`src/rtl/if_prefetch.sv`:
```
// Instruction-fetch stage: issues PC-ordered requests to a 1-cycle synchronous
// instruction memory and buffers {pc, instr} pairs in a DEPTH-entry queue for ID.
module if_prefetch #(
    parameter int unsigned     XLEN     = 32,
    parameter int unsigned     IMEM_AW  = 10,
    parameter logic [XLEN-1:0] RESET_PC = '0,
    parameter int unsigned     DEPTH    = 2
) (
    input  logic               clk,
    input  logic               reset,
    input  logic               PCSrc,
    input  logic [XLEN-1:0]    PC_Branch,
    input  logic               PC_write,
    output logic               imem_req,
    output logic [IMEM_AW-1:0] imem_addr,
    input  logic [XLEN-1:0]    imem_rdata,
    output logic               instr_valid,
    input  logic               instr_ready,
    output logic [XLEN-1:0]    PC_IF,
    output logic [XLEN-1:0]    INSTRUCTION_IF
);
    localparam int unsigned      PTR_W    = $clog2(DEPTH);
    localparam int unsigned      CNT_W    = $clog2(DEPTH + 1);
    localparam logic [PTR_W-1:0] LAST_PTR = PTR_W'(DEPTH - 1);
    localparam logic [CNT_W:0]   DEPTH_X  = (CNT_W + 1)'(DEPTH);

    logic [XLEN-1:0]  fetch_pc_q, fetch_pc_d;
    logic             inflight_q, inflight_d;
    logic [XLEN-1:0]  inflight_pc_q, inflight_pc_d;
    logic [XLEN-1:0]  pc_mem_q [DEPTH];
    logic [XLEN-1:0]  pc_mem_d [DEPTH];
    logic [XLEN-1:0]  instr_mem_q [DEPTH];
    logic [XLEN-1:0]  instr_mem_d [DEPTH];
    logic [PTR_W-1:0] rd_ptr_q, rd_ptr_d;
    logic [PTR_W-1:0] wr_ptr_q, wr_ptr_d;
    logic [CNT_W-1:0] count_q, count_d;

    logic [XLEN-1:0]  tgt_pc;
    logic [XLEN-1:0]  issue_pc;
    logic [CNT_W:0]   occupancy;
    logic             room;
    logic             push;
    logic             pop;
    logic             unused_branch_lsbs;

    assign unused_branch_lsbs = ^PC_Branch[1:0];

    function automatic logic [PTR_W-1:0] next_ptr(input logic [PTR_W-1:0] p);
        return (p == LAST_PTR) ? '0 : p + PTR_W'(1);
    endfunction

    // ID handshake: the head transfers on a cycle where instr_valid & instr_ready;
    // instr_valid never depends on instr_ready, and a redirect or reset suppresses it.
    always_comb begin
        tgt_pc      = {PC_Branch[XLEN-1:2], 2'b00};
        instr_valid = ~reset & ~PCSrc & (count_q != '0);
        pop         = instr_valid & instr_ready;
        push        = ~reset & ~PCSrc & inflight_q;
        occupancy   = {1'b0, count_q} + {{CNT_W{1'b0}}, inflight_q};
        room        = occupancy < (DEPTH_X + {{CNT_W{1'b0}}, pop});
        issue_pc    = PCSrc ? tgt_pc : fetch_pc_q;
        imem_req    = ~reset & PC_write & (PCSrc | room);
        imem_addr   = issue_pc[IMEM_AW+1:2];
    end

    assign PC_IF          = pc_mem_q[rd_ptr_q];
    assign INSTRUCTION_IF = instr_mem_q[rd_ptr_q];

    always_comb begin
        fetch_pc_d = fetch_pc_q;
        if (PCSrc) begin
            fetch_pc_d = PC_write ? tgt_pc + XLEN'(4) : tgt_pc;
        end else if (imem_req) begin
            fetch_pc_d = fetch_pc_q + XLEN'(4);
        end
        inflight_d    = imem_req;
        inflight_pc_d = imem_req ? issue_pc : inflight_pc_q;
    end

    // A redirect drops queued entries and the response returning this cycle.
    always_comb begin
        pc_mem_d    = pc_mem_q;
        instr_mem_d = instr_mem_q;
        rd_ptr_d    = rd_ptr_q;
        wr_ptr_d    = wr_ptr_q;
        count_d     = count_q;
        if (PCSrc) begin
            rd_ptr_d = '0;
            wr_ptr_d = '0;
            count_d  = '0;
        end else begin
            if (push) begin
                pc_mem_d[wr_ptr_q]    = inflight_pc_q;
                instr_mem_d[wr_ptr_q] = imem_rdata;
                wr_ptr_d              = next_ptr(wr_ptr_q);
            end
            if (pop) begin
                rd_ptr_d = next_ptr(rd_ptr_q);
            end
            case ({push, pop})
                2'b10:   count_d = count_q + CNT_W'(1);
                2'b01:   count_d = count_q - CNT_W'(1);
                default: count_d = count_q;
            endcase
        end
    end

    always_ff @(posedge clk) begin
        if (reset) begin
            fetch_pc_q    <= RESET_PC;
            inflight_q    <= 1'b0;
            inflight_pc_q <= '0;
            pc_mem_q      <= '{default: '0};
            instr_mem_q   <= '{default: '0};
            rd_ptr_q      <= '0;
            wr_ptr_q      <= '0;
            count_q       <= '0;
        end else begin
            fetch_pc_q    <= fetch_pc_d;
            inflight_q    <= inflight_d;
            inflight_pc_q <= inflight_pc_d;
            pc_mem_q      <= pc_mem_d;
            instr_mem_q   <= instr_mem_d;
            rd_ptr_q      <= rd_ptr_d;
            wr_ptr_q      <= wr_ptr_d;
            count_q       <= count_d;
        end
    end

`ifndef SYNTHESIS
    always_ff @(posedge clk) begin
        if (!reset) begin
            assert (!(push && !pop && count_q == CNT_W'(DEPTH)))
            else $error("if_prefetch: push into full prefetch queue");
        end
    end
`endif

endmodule

```
`config.mk`:
```
export PLATFORM = sky130hd
export DESIGN_NAME = if_prefetch
export DESIGN_NICKNAME = d
export VERILOG_FILES = /design/src/rtl/if_prefetch.sv
export SDC_FILE = /design/constraint.sdc
export NUM_CORES = 1
export LEC_CHECK = 0
export BUFFER_PORTS_ARGS = -buffer_cell sky130_fd_sc_hd__buf_4
export CAP_MARGIN = 0
export CORE_UTILIZATION = 63
export CTS_BUF_LIST = sky130_fd_sc_hd__clkbuf_8
export DETAILED_ROUTE_END_ITERATION = 16
export PLACE_DENSITY = 0.88
export SETUP_SLACK_MARGIN = 0.1
export SYNTH_ARGS = -nofsm -noshare
export SYNTH_HDL_FRONTEND = slang
export SYNTH_SLANG_ARGS = --single-unit
```
`constraint.sdc`:
```
create_clock -name clk -period 3.3 [get_ports clk]
set_input_delay 0 -clock clk [delete_from_list [all_inputs] [get_ports clk]]
set_output_delay 0 -clock clk [all_outputs]
set_load 0.005 [all_outputs]
```
==> metrics.txt <==
Worst Hold Class input pin to flop; overall power 4.53 mW; Post-synth EDFFs 0; Synth Instances around 1100; Post-CTS Setup Bufs 0; CP bufs+invs 0; via count around 8400; top_reg_cell synth dfxtp_1; peak ir drop on the vdd network about 0.40 mV; cells along the critical path ha_1, ha_1, or3b_1, o32ai_4, nand2_2, o31a_1, nor3_1, a211oi_1; multi-input logic area between 0.004 and 0.005 mm^2; Largest delay share family, worst path simple AND/OR/NAND/NOR gates; clk_skew between 20 and 25 ps; largest net degree at the start of global routing just under 100; CP arrival 3150 ps; Worst EP required around 3600 ps; Clock Pin Slew Worst Setup and Hold Paths roughly 90 ps; yosys warns 0; CTS Buf Count 17; Total Routing Usage GR about 33%; CP max stage delay 490 ps; leakage ~4.3 nW; status complete, no violations; die area roughly 0.015 mm^2; most frequent cell on the critical path ha_1; Fmax approximately 350 MHz; area delta synth->final 23.4%; maxcap violations 0; I/O Buffers about 140; initial antenna violation count 0; Overflow after GRT 0; Die W between 100 and 150 um; Worst Path Max Fanout 12; router iterations before antenna repair 5; synthesized area around 0.0090 mm^2; vias in the first global route 7948; Setup crit start kind flop; Nets 1320; nature of the critical path endpoint flop; layout cells sized above 1 approximately 22%; Synth Register Bits between 150 and 200; Final period util between 80% and 90%; clk buf depth 2; register area 0.00384 mm^2; Core ar. between 0.01 and 0.015 mm^2; Setup Crit Path Kind flop to flop; cell row count 43; post-detail-place hpwl around 14000 um; FILL cells 900; post-route ant nets 0; post-route DRC violation count 0; worst slew pin tran ~1100 ps; post-DR vias/cell 5.86; Pwr Density ~410 mW/mm^2; violation count after the first detailed-route iteration around 760; Yosys cell types 48; Worst-Skew Late Latency between 400 and 500 ps; # setup viols final 0; Synth Net Count about 1200; Post-synth ARST share 0%; Routed WL between 20000 and 25000 um; register area share after synthesis 42.7%; Root Buffer Master clkbuf_8; starting density of the core between 60% and 70%; fin crit period between 2000 and 3000 ps; chip height 121 um; Sink Count between 150 and 200; clock tree from TritonCTS yes; Max Slew Vio Count 0; maximum level of the CTS H-tree 4; Hold Vio Cnt, Final 0; RSZ-0062 raised after global routing no; routability cong. ~0.90; Setup TNS 0 ps; CP max stage cell o32ai_4; wire per inst around 17 um; global-route wire length before repair 38700 um; Relative slew margins 29.1%; IO Pins around 150; syn_area_per_cell ~8.3 um^2
==> synthesized netlist by cell type, types with 2 or more instances <==
cell	number	area (um^2)
nand2_1	274	1030
dfxtp_1	192	3840
a21oi_1	135	676
mux2_2	72	811
nor2_1	70	263
clkbuf_1	63	236
a211oi_1	36	270
mux2i_1	32	320
xor2_1	25	219
xnor2_1	24	210
buf_4	17	128
nand3_1	17	85.1
nand4_1	17	106
nor3_1	10	50.1
a31oi_1	9	56.3
and3_1	9	56.3
inv_1	9	33.8
o21ai_0	9	45.0
and2_1	7	43.8
and4_1	7	61.3
o22ai_1	6	37.5
ha_1	5	62.6
a21o_1	3	22.5
a41o_1	3	30.0
buf_1	3	11.3
buf_2	3	15.0
nor4_1	3	18.8
o21a_1	3	22.5
or2_2	3	18.8
a31o_2	2	17.5
nand2b_1	2	12.5
o32ai_1	2	17.5
or3_1	2	12.5
==> where the power goes <==
group / switching [mW] / internal, mW
combinational: 0.257 / 0.249
sequential: 0.0642 / 2.38
clock: 0.842 / 0.736
total: 1.16 / 3.37
==> sequential cells by signal (all words and copies together), names as in the netlist <==
name	flops
instr_mem_q	64
pc_mem_q	62
inflight_pc_q	31
fetch_pc_q	30
count_q	2
inflight_q	1
rd_ptr_q	1
wr_ptr_q	1
==> final cells by class <==
class	count	area share [%]
Antenna cell	1	0.0225
Multi-Input combinational cell	801	42.6
Sequential cell	192	34.6
Clock inverter	11	1.16
Clock buffer	20	2.48
Tap cell	180	2.03
Timing Repair Buffer	225	16.8
Inverter	9	0.304
==> metal layers <==
layer  global-route usage [%]  up-vias  part of all wire (%)
li1                         -     4041                     -
met1                     39.9     3959                    40
met2                     56.3      363                    50
met3                     7.42       71                   6.8
met4                     16.5        0                   3.2
met5                        0        -                     0
==> worst min-delay path, stage by stage <==
cell     delay [ps]
buf_4            90
nor2_1           80
a31oi_1         160
o21ai_0         110
==> stage by stage <==
step | setup slack (ps) | hold WS [ps] | cells | area, um^2 | utilization [%]
final | 462 | 31.8 | 1439 | 11100 | 80.0
after global routing | 357 | 25.3 | 1438 | 11100 | 80.0
after CTS | 502 | 14.9 | 1438 | 11100 | 80.0
after detailed placement | 558 | 212 | 1338 | 10000 | 72.1
after global placement | 607 | 208 | 1338 | 10000 | 72.1
after floorplan | 1030 | 136 | 1089 | 9000 | -
==> repair_timing <==
| action | in CTS | in global routing |
|---|---|---|
| hold buffers | 69 | 0 |
| resized for setup | 0 | 0 |
| hold endpoints to repair | 120 | 0 |
==> cells by family (layout without fill, tap and decap cells) <==
| logic type | Yosys count | in the layout | share of synthesized area, % |
|---|---|---|---|
| flip-flops | 192 | 192 | 42.7 |
| AND/OR/NAND/NOR | 429 | 429 | 20.3 |
| adder cells (fa/ha/maj) | 5 | 5 | 0.695 |
| multiplexers | 104 | 104 | 12.6 |
| other | 0 | 1 | 0 |
| AO/OA/AOI/OAI | 214 | 214 | 14.1 |
| buffers and inverters | 96 | 265 | 4.84 |
| XOR/XNOR | 49 | 49 | 4.77 |
==> path summary, 6_finish.rpt <==
path / startpoint / end / slack [ps] / cells after the start
worst max-delay path: inflight_q / fetch_pc_q[27] / 460 / 8
worst min-delay path: PCSrc / fetch_pc_q[29] / 30 / 4
worst max register to register: inflight_q / fetch_pc_q[27] / 460 / 8
worst min register to register: pc_mem_q[17] / pc_mem_q[17] / 460 / 2
==> cell usage in the layout, fill, tap and decap left out, drive strengths merged, types with 2 or more instances in the layout <==
master / instances
nand4: 17
clkbuf: 20
buf: 156
or2: 4
mux2: 72
xnor2: 24
nand2: 275
a31oi: 9
clkinv: 4
a21o: 3
nor3: 11
nand3: 17
nor4: 4
a41o: 3
and2: 7
o21a: 3
o32ai: 3
and4: 7
o21ai: 9
a21oi: 135
bufinv: 2
o22ai: 6
or3: 2
nand2b: 2
and3: 9
inv: 12
ha: 5
dlygate4sd3: 69
mux2i: 32
a211oi: 36
nor2: 70
xor2: 25
a31o: 2
dfxtp: 192
clkinvlp: 2
Power figures use the tool's default switching activity.
